==> config.mk <==
export PLATFORM = sky130hd
export DESIGN_NAME = mux_event_logger
export DESIGN_NICKNAME = d
export VERILOG_FILES = /design/src/rtl/mux_event_logger.sv
export SDC_FILE = /design/constraint.sdc
export NUM_CORES = 1
export LEC_CHECK = 0
export ABC_AREA = 0
export ABC_CLOCK_PERIOD_IN_PS = 5200
export BUFFER_PORTS_ARGS = -buffer_cell sky130_fd_sc_hd__buf_2
export CAP_MARGIN = 20
export CORE_ASPECT_RATIO = 2
export CORE_MARGIN = 1.5
export CORE_UTILIZATION = 55
export DETAILED_ROUTE_END_ITERATION = 12
export PLACE_DENSITY_LB_ADDON = 0.1
export SYNTH_ARGS = -nofsm -noshare
export SYNTH_HDL_FRONTEND = slang
export SYNTH_SLANG_ARGS = --single-unit
==> constraint.sdc <==
create_clock -name clk -period 5.2 [get_ports clk]
set_input_delay 1.04 -clock clk [delete_from_list [all_inputs] [get_ports clk]]
set_output_delay 1.04 -clock clk [all_outputs]
set_load 0.02 [all_outputs]
==> src/rtl/mux_event_logger.sv <==
// Change-event logger for the partial_case_assign mux: synchronises x/y, queues a
// {sel,x,y} snapshot on every change of the pair and keeps rise/drop statistics.
module mux_event_logger #(
    parameter int DEPTH = 4,
    parameter int CNT_W = 8
) (
    input  logic             clk,
    input  logic             reset,
    input  logic [1:0]       sel,
    input  logic             x,
    input  logic             y,
    input  logic             clr,
    output logic             ev_valid,
    input  logic             ev_ready,
    output logic [3:0]       ev_data,
    output logic [CNT_W-1:0] x_rise_cnt,
    output logic [CNT_W-1:0] drop_cnt,
    output logic             overflow
);
    localparam int AW = $clog2(DEPTH);
    localparam int PW = AW + 1;

    logic          x_s1, x_s2, y_s1, y_s2;
    logic          x_p, y_p;
    logic [1:0]    sel_d1, sel_d2;
    logic [PW-1:0] wr_ptr, rd_ptr;
    logic [3:0]    mem [DEPTH];

    logic full, empty, change, pop, push, drop, x_rise;

    // sel travels through the same two-stage delay as x/y so the payload stays aligned
    always_ff @(posedge clk or negedge reset) begin
        if (!reset) begin
            x_s1   <= 1'b0;
            x_s2   <= 1'b0;
            y_s1   <= 1'b0;
            y_s2   <= 1'b0;
            x_p    <= 1'b0;
            y_p    <= 1'b0;
            sel_d1 <= 2'b00;
            sel_d2 <= 2'b00;
        end else begin
            x_s1   <= x;
            x_s2   <= x_s1;
            y_s1   <= y;
            y_s2   <= y_s1;
            x_p    <= x_s2;
            y_p    <= y_s2;
            sel_d1 <= sel;
            sel_d2 <= sel_d1;
        end
    end

    assign change = {x_s2, y_s2} != {x_p, y_p};
    assign x_rise = x_s2 && !x_p;

    assign empty    = (wr_ptr == rd_ptr);
    assign full     = (wr_ptr[AW] != rd_ptr[AW]) && (wr_ptr[AW-1:0] == rd_ptr[AW-1:0]);
    assign ev_valid = !empty;
    assign pop      = ev_valid && ev_ready;
    assign push     = change && (!full || pop);
    assign drop     = change && full && !pop;
    assign ev_data  = mem[rd_ptr[AW-1:0]];

    always_ff @(posedge clk or negedge reset) begin
        if (!reset) begin
            wr_ptr <= '0;
            rd_ptr <= '0;
        end else begin
            if (push) wr_ptr <= wr_ptr + PW'(1);
            if (pop)  rd_ptr <= rd_ptr + PW'(1);
        end
    end

    // When full with a pop, the write slot equals the read slot; the old head is
    // read combinationally before this edge overwrites it.
    always_ff @(posedge clk) begin
        if (push) mem[wr_ptr[AW-1:0]] <= {sel_d2, x_s2, y_s2};
    end

    always_ff @(posedge clk or negedge reset) begin
        if (!reset) begin
            x_rise_cnt <= '0;
            drop_cnt   <= '0;
            overflow   <= 1'b0;
        end else if (clr) begin
            x_rise_cnt <= '0;
            drop_cnt   <= '0;
            overflow   <= 1'b0;
        end else begin
            if (x_rise && (x_rise_cnt != '1)) x_rise_cnt <= x_rise_cnt + CNT_W'(1);
            if (drop && (drop_cnt != '1))     drop_cnt   <= drop_cnt + CNT_W'(1);
            if (drop)                         overflow   <= 1'b1;
        end
    end

endmodule

==> impl_metrics.toml, run 1 <==
[run_status]
status = "finished, final reports clean"

[power_and_ir_drop]
total_power_w = 0.00108
max-vdd-ir-drop_v = 0.000275
leakagePower_nw = 1.06
power.density_nw_per_um2 = 444

[floorplanning]
die-area_um2 = 4310
die_height_um = 91.4
rows = 32
die_x_um = 47.2
start_util_pct = 56.5
io_pins = 30
core_area_um2 = 3800

[setup_path]
startpoint_type = "register"
reg2reg_slack_ns = 2.96
end_kind = "output port"
critPathKind = "register to output port"
cp_max_fo = 7
reg2reg_from = "rd_ptr[0]"
critPathRequiredTime_ns = 4.16
worstPathArrival_ns = 1.67
rr_worst_depth = 4
rr_endpoint = "drop_cnt[7]"

[min_path]
hold-path-cell-count = 0
hp-start = "sel_d1[0]"
hp-class = "register to register"
min_to = "sel_d2[0]"

[logic_synthesis]
yosys-top-cells-area = "dfrtp_1 38%, edfxtp_1 22%, ha_1 4.7%, mux4_1 3.7%, a21oi_1 2.1%"
synth_cell_types = 39
netlist.area_leader.share_pct = 38.4
yosysTopAreaCell = "dfrtp_1"
synthCells = 162
syn_area_um2 = 2150
synth-seq-area-share_pct = 60.8
synth_warnings = 0
ys_ff_latch = 49
syn_nets = 178
avgSynthCellArea_um2 = 13.3

[cells_and_area]
diodes = 0
drive_above_1_share_pct = 21.1
mostFrequentLayoutCells = "33 x dfrtp_1, 29 x buf_2, 16 x edfxtp_1"
areaGrowthSynthToFinish_pct = 12.9
nets = 209
final_common_cell = "dfrtp_1"
final_area_um2 = 2420
seqCellArea_um2 = 1310
multi_input_area_um2 = 800
fill_cells = 302

[drt]
vias = 1385
wl_met1_mm = 1.37
highest_layer = "met4"
vias_per_cell = 5.65
wl_met2_mm = 2.05
drc = 0
ant_nets = 0
initialDrtViolationCount = 13
firstDrtPassIters = 4
wl_met3_um = 110
wl_per_cell_um = 14.7
drt-total-wl_mm = 3.61

[global_route]
grtUsageTotal_pct = 19.9
grt_pass1_wl_mm = 6.18
antenna_found_initial = 0
grt.overflow.total = 0
grt_max_degree = 34
grt_pass1_vias = 1360

[clock_network]
cts_sinks = 49
clock_path_buffers = 2
cts_resized = 0
cts-hold-fix-buffers = 0
cts_root_buf = "clkbuf_8"
clkTransAtPathRegs_ns = 0.10
htree_levels = 2
cts_buffers = 5
clk_latency_ns = 0.30
tritoncts = "done"
post-cts-setup-buffers = 0

[sta]
max_slew_margin_pct = 46.9
worst_slack_ns = 2.49
fin_crit_sh_pct = 52.1
finalMaxSlewViolations = 0
grt_setup_unrepaired = "false"
fin_tns_setup_ns = 0
fmax_mhz = 369
hold_viol = 0
layout_min_cycle_time_ns = 2.71
tightest_slew_ns = 0.796
setup_viol = 0
fin_skew_ns = 0.00766

[placed_design]
dp_hpwl_mm = 2.68
placed_cell_area_um2 = 2330
dp_slack_ns = 2.53
io_buffers = 29
gp_congestion = 0.801

[run]
drv_cap = 0
[where the power goes]
| part | internal (W) | total, W | leakage (nW) | switching (W) |
|---|---|---|---|---|
| Sequential | 0.000477 | 0.000535 | 0.572 | 0.0000578 |
| Combinational | 0.000136 | 0.000312 | 0.447 | 0.000176 |
| Clock | 0.0000978 | 0.000230 | 0.0423 | 0.000132 |
[cells in the mapped netlist]
cell type / n
a21oi_1: 9
a31oi_1: 1
and2_1: 1
and3_1: 6
and4b_1: 1
buf_2: 1
buf_6: 1
clkbuf_1: 3
dfrtp_1: 33
edfxtp_1: 16
ha_1: 8
inv_1: 4
mux2_1: 2
mux2_2: 1
mux2i_1: 2
mux4_1: 3
mux4_2: 1
nand2_1: 5
nand3_1: 8
nand3b_1: 1
nand4_1: 5
nand4b_2: 1
nor2_1: 12
nor2b_1: 2
nor3_1: 3
nor4b_1: 1
o2111ai_1: 1
o211ai_1: 2
o21a_1: 1
o21ai_0: 1
o21ai_1: 3
o21bai_1: 1
o2bb2ai_1: 1
o31ai_1: 4
or3_1: 1
or4_1: 5
xnor2_1: 5
xnor2_2: 1
xor2_1: 5
[registers in the layout (all words and copies together) (netlist names), 2 cells and up]
register	flops
sel_d2	2
wr_ptr	3
x_rise_cnt	8
drop_cnt	8
mem	16
rd_ptr	3
sel_d1	2
[worst max-delay path, cell delays in order (launching register included)]
cell	delay [ns]
dfrtp_1	0.59
mux4_1	0.60
buf_2	0.17
[metal layers]
metal | track usage [%] | vias up
li1 | - | 669
met1 | 23.2 | 677
met2 | 33.7 | 30
met3 | 3.78 | 9
met4 | 8.33 | 0
met5 | 0 | -
[through the flow]
step	cells	hold slack (ns)	util, %
after global routing	245	0.365	63.7
after CTS	245	0.362	63.7
after detailed placement	237	0.341	61.3
after floorplan	162	0.331	-
final	245	0.354	63.7
after global placement	237	0.334	61.3
[how the worst max path moves through the flow]
stage / startpoint / end / slack, ns / cells after the start
floorplan: ev_ready / drop_cnt[7] / 2.94 / 3
global placement: ev_ready / drop_cnt[7] / 2.55 / 4
detailed placement: ev_ready / drop_cnt[7] / 2.53 / 4
CTS: rd_ptr[0] / ev_data[1] / 2.45 / 2
global route: rd_ptr[0] / ev_data[1] / 2.40 / 2
finish: rd_ptr[0] / ev_data[1] / 2.49 / 2
[kinds of logic after synthesis]
logic type | count (synthesis) | synth area share (%)
compound gates | 24 | 6.93
simple gates | 52 | 13.6
fa+ha+maj | 8 | 4.66
buf+inv | 9 | 1.98
flops | 49 | 60.8
xor+xnor | 11 | 4.83
mux | 9 | 7.22
[final cells by class]
| class | count | share of cell area (%) |
|---|---|---|
| Tap cell | 51 | 2.63 |
| Clock buffer | 5 | 2.84 |
| Inverter | 4 | 0.619 |
| Sequential cell | 49 | 53.9 |
| Clock inverter | 3 | 1.08 |
| Timing Repair Buffer | 29 | 5.99 |
| Multi-Input combinational cell | 104 | 33.0 |
Power figures use the tool's default switching activity.
==> run 2, diff against run 1 <==
--- a/config.mk
+++ b/config.mk
@@ -6,7 +6,7 @@
 export NUM_CORES = 1
 export LEC_CHECK = 0
 export ABC_AREA = 0
-export ABC_CLOCK_PERIOD_IN_PS = 5200
+export ABC_CLOCK_PERIOD_IN_PS = 2550
 export BUFFER_PORTS_ARGS = -buffer_cell sky130_fd_sc_hd__buf_2
 export CAP_MARGIN = 20
 export CORE_ASPECT_RATIO = 2
==> constraint.sdc (replaced) <==
create_clock -name clk -period 2.55 [get_ports clk]
set_input_delay 0.51 -clock clk [delete_from_list [all_inputs] [get_ports clk]]
set_output_delay 0.51 -clock clk [all_outputs]
set_load 0.02 [all_outputs]
==> run 2 against run 1 <==
  * Cell count grew 0.41%
  * Critical path depth stayed put
  * Flip-flop and latch count unchanged
  * Sequential power rose by 110%
  * Sequential share of layout area is 0.17 points lower
  * Die area is the same
  * Core utilization up 0.20 points
  * First-iteration DRC count is 120% higher
  * Final area increased by 0.31%
  * Largest power group unchanged
  * Highest routed layer unchanged
==> impl_metrics.toml, run 2 (synthesized netlist as in run 1, its figures left out) <==
[placed_design]
gp_congestion = 0.808
dp_slack_ns = 0.435
placed_cell_area_um2 = 2340
io_buffers = 29
dp_hpwl_mm = 3.04
placedCellCount = 238

[min_path]
hp-class = "input pin to async pin"

[setup_path]
reg2reg_slack_ns = 0.40
cp_max_fo = 7
worstPathArrival_ns = 1.68
end_kind = "output port"
rr_worst_depth = 4
startpoint_type = "register"
reg2reg_from = "x_s2"
critPathRequiredTime_ns = 2.04
critPathKind = "register to output port"
rr_endpoint = "drop_cnt[7]"
critPathCapture = "ev_data[1]"
worstSetupStartpoint = "rd_ptr[0]"

[sta]
worst_slack_ns = 0.359
fin_tns_setup_ns = 0
fin_skew_ns = 0.0107
finalMaxSlewViolations = 0
hold_viol = 0
grt_setup_unrepaired = "false"
layout_min_cycle_time_ns = 2.19
setup_viol = 0
tightest_slew_ns = 0.811
fmax_mhz = 456
max_slew_margin_pct = 45.9
fin_crit_sh_pct = 85.9

[clock_network]
post-cts-setup-buffers = 0
cts-hold-fix-buffers = 0
clock_path_buffers = 2
cts_resized = 0
tritoncts = "done"
htree_levels = 2
cts_root_buf = "clkbuf_8"
cts_buffers = 5
clkTransAtPathRegs_ns = 0.09
cts_sinks = 49
clk_latency_ns = 0.30

[cells_and_area]
final_area_um2 = 2430
nets = 210
drive_above_1_share_pct = 21.5
diodes = 0
largest_reg_flops = 16
mostFrequentLayoutCells = "33 x dfrtp_1, 29 x buf_2, 16 x edfxtp_1"
final_common_cell = "dfrtp_1"
fill_cells = 307
instances_no_fill = 246
areaGrowthSynthToFinish_pct = 13.2

[floorplanning]
start_util_pct = 56.5
core_area_um2 = 3800
rows = 32
die_height_um = 91.4
die_x_um = 47.2
die-area_um2 = 4310
io_pins = 30

[drt]
ant_nets = 0
wl_per_cell_um = 16.4
initialDrtViolationCount = 29
vias_per_cell = 5.65
drc = 0
drt-total-wl_mm = 4.02
vias = 1391
firstDrtPassIters = 4

[global_route]
grt_busiest_layer = "met2"
grt_pass1_vias = 1441
grt_pass1_wl_mm = 6.50
grt_max_degree = 34
grtUsageMet1_pct = 22.3
grtUsageTotal_pct = 21.1
antenna_found_initial = 0
use_met2_pct = 38.6
met3_usage_pct = 3.18
grt.overflow.total = 0

[run_status]
status = "finished, final reports clean"

[power_and_ir_drop]
p_sw_w = 0.000774
swShare_pct = 34.7
combinationalPowerShare_pct = 29.8
leakagePower_nw = 1.07
p_seq_share_pct = 49.2
p_clk_share_pct = 21.0
max-vdd-ir-drop_v = 0.000615
p_int_w = 0.00146
power.density_nw_per_um2 = 918

[run]
drv_cap = 0
==> run 2: changes by cell type in the layout (fill, tap and decap cells not counted), sizes merged <==
cell	previous run	this run
buf	29	30
==> run 2: area by class of cell <==
class / instances / area, µm² / area share, %
flip-flops and latches: 49 / 1310 / 53.7
multi-input cells: 104 / 800 / 32.9
repair buffers: 30 / 153 / 6.28
clock buffers: 5 / 68.8 / 2.83
well taps: 51 / 63.8 / 2.62
clock inverters: 3 / 26.3 / 1.08
inverters: 4 / 15.0 / 0.617
==> run 2: power groups by stage <==
stage / registers, W / clock network (W) / logic, W
6_report: 0.00110 / 0.000469 / 0.000666
2_1_floorplan: 0.00107 / 0 / 0.000516
5_1_grt: 0.00112 / 0.000508 / 0.000737
4_1_cts: 0.00110 / 0.000482 / 0.000678
3_5_place_dp: 0.00112 / 0 / 0.000674
3_3_place_gp: 0.00110 / 0 / 0.000643
==> run 2: how the worst min path moves through the flow <==
stage	end	depth (start not counted)	slack [ns]	startpoint
6_report	overflow	1	0.24	reset
5_1_grt	sel_d1[1]	1	0.30	sel[1]
4_1_cts	rd_ptr[2]	1	0.27	reset
3_5_place_dp	sel_d2[1]	0	0.34	sel_d1[1]
3_3_place_gp	y_s2	0	0.33	y_s1
2_1_floorplan	drop_cnt[0]	0	0.21	reset
==> run 2: per-stage QoR <==
step	hold WS (ns)	utilization, %	total power (W)
CTS	0.266	63.9	0.00226
global route	0.301	63.9	0.00236
floorplan	0.214	-	0.00159
finish	0.244	63.9	0.00223
detailed placement	0.343	61.4	0.00180
global placement	0.333	61.4	0.00174
==> run 2: worst max-delay path, stage by stage (launching register included) <==
cell     delay, ns
dfrtp_1       0.58
mux4_1        0.62
buf_2         0.18
==> run 2: metal layers <==
| metal | vias to the layer above | wire length [µm] | part of all wire, % |
|---|---|---|---|
| met4 | 0 | 81 | 2.0 |
| met2 | 32 | 2350 | 58 |
| met5 | - | 0 | 0 |
| met3 | 9 | 97 | 2.4 |
| li1 | 663 | - | - |
| met1 | 687 | 1500 | 37 |
==> run 3, diff against run 2 <==
--- a/config.mk
+++ b/config.mk
@@ -14,6 +14,7 @@
 export CORE_UTILIZATION = 55
 export DETAILED_ROUTE_END_ITERATION = 12
 export PLACE_DENSITY_LB_ADDON = 0.1
+export RECOVER_POWER = 50
 export SYNTH_ARGS = -nofsm -noshare
 export SYNTH_HDL_FRONTEND = slang
 export SYNTH_SLANG_ARGS = --single-unit
==> run 3 against run 2 <==
  * The run now ends with capacitance limit, slew limit left
  * Sequential power is essentially flat
  * Worst setup slack gained 0.030 ns
  * Non-clock buffer count is the same
  * Critical path depth is the same
  * First-iteration DRC count is the same
  * Die area is the same
  * Power shrank 0.70%
  * Critical endpoint unchanged
==> impl_metrics.toml, run 3 (synthesized netlist as in run 1, its figures left out) <==
[drt]
drt-total-wl_mm = 4.02
firstDrtPassIters = 4
drc = 0
ant_nets = 0
vias = 1397
initialDrtViolationCount = 29
wl_per_cell_um = 16.3
vias_per_cell = 5.68

[clock_network]
tritoncts = "done"
cts_resized = 0
post-cts-setup-buffers = 0
cts_sinks = 49
clk_latency_ns = 0.30
cts-hold-fix-buffers = 0
clock_path_buffers = 2
clkTransAtPathRegs_ns = 0.10
cts_root_buf = "clkbuf_8"
htree_levels = 2
cts_buffers = 5

[sta]
worst_slack_ns = 0.388
hold_viol = 0
fin_tns_setup_ns = 0
tightest_slew_ns = 1.68
setup_viol = 0
max_slew_margin_pct = -12.2
fmax_mhz = 463
fin_skew_ns = 0.0104
layout_min_cycle_time_ns = 2.16
fin_crit_sh_pct = 84.8
finalMaxSlewViolations = 34
grt_setup_unrepaired = "false"

[floorplanning]
die_x_um = 47.2
core_area_um2 = 3800
die-area_um2 = 4310
die_height_um = 91.4
start_util_pct = 56.5
rows = 32
io_pins = 30

[power_and_ir_drop]
max-vdd-ir-drop_v = 0.000615
p_seq_share_pct = 49.3
total_power_w = 0.00222
combinationalPowerShare_pct = 29.6
p_int_w = 0.00145
p_sw_w = 0.000768
swShare_pct = 34.6
leakagePower_nw = 1.06
power.density_nw_per_um2 = 915
p_clk_share_pct = 21.1

[cells_and_area]
final_common_cell = "dfrtp_1"
diodes = 0
drive_above_1_share_pct = 20.5
nets = 210
areaGrowthSynthToFinish_pct = 12.8
largest_reg_flops = 16
fill_cells = 308
mostFrequentLayoutCells = "33 x dfrtp_1, 28 x buf_2, 16 x edfxtp_1"

[setup_path]
worstPathArrival_ns = 1.65
path_buf_inv = 1
crit_chain = "mux4_1 -> buf_2"
critPathKind = "register to output port"
path_delay_family = "multiplexers"
critPathRequiredTime_ns = 2.04
cpPeakStageDelay_ns = 0.61
end_kind = "output port"
cp_max_fo = 7
startpoint_type = "register"
crit_slowest_cell = "mux4_1"

[min_path]
hp-class = "input pin to register"

[placed_design]
io_buffers = 29
dp_slack_ns = 0.435
dp_hpwl_mm = 3.04
gp_congestion = 0.808

[global_route]
grt_busiest_layer = "met2"
met3_usage_pct = 3.18
use_met2_pct = 38.6
antenna_found_initial = 0
grt.overflow.total = 0
grtUsageMet1_pct = 22.3
grt_max_degree = 34
grtUsageTotal_pct = 21.1
grt_pass1_wl_mm = 6.50
grt_pass1_vias = 1441

[run]
drv_cap = 1

[run_status]
status = "finished, violations left"
violations = "capacitance limit, slew limit"
run 3: cell count changes in the layout (fill, tap and decap cells not counted), sizes merged:
cell,previous run,this run
clkbuf,5,6
buf,30,29
run 3: final cells by class:
class,count,area (µm²),area share [%]
Sequential cell,49,1310,53.9
Multi-Input combinational cell,104,792,32.7
Timing Repair Buffer,30,151,6.25
Clock buffer,5,68.8,2.84
Tap cell,51,63.8,2.63
Clock inverter,3,26.3,1.08
Inverter,4,15.0,0.620
run 3: power groups by stage:
stage	registers [W]	logic, W	clock network, W
finish	0.00109	0.000656	0.000468
global route	0.00111	0.000728	0.000508
CTS	0.00110	0.000678	0.000482
detailed placement	0.00112	0.000674	0
global placement	0.00110	0.000643	0
floorplan	0.00107	0.000516	0
run 3: per-stage QoR:
| stage | instance area [µm²] | std cells | hold WS (ns) | utilization [%] |
|---|---|---|---|---|
| after floorplan | 2150 | 162 | 0.214 | - |
| after detailed placement | 2340 | 238 | 0.343 | 61.4 |
| after CTS | 2430 | 246 | 0.266 | 63.9 |
| final | 2420 | 246 | 0.304 | 63.7 |
| after global placement | 2340 | 238 | 0.333 | 61.4 |
| after global routing | 2420 | 246 | 0.301 | 63.7 |
run 3: worst paths after layout:
check                           startpoint             to  slack, ns  depth (start not counted)
worst min-delay path                     x           x_s1       0.30                          1
max in group asynchronous            reset  x_rise_cnt[1]       0.94                          1
min in group asynchronous            reset       overflow       0.63                          1
worst max-delay path             rd_ptr[0]     ev_data[1]       0.39                          2
worst max register to register        x_s2    drop_cnt[7]       0.40                          4
worst min register to register   sel_d1[1]      sel_d2[1]       0.36                          0
run 3: layer usage:
metal  up-vias  wire [µm]
met1       691       1500
met5         -          0
met4         0         81
li1        664          -
met3         9        105
met2        33       2330
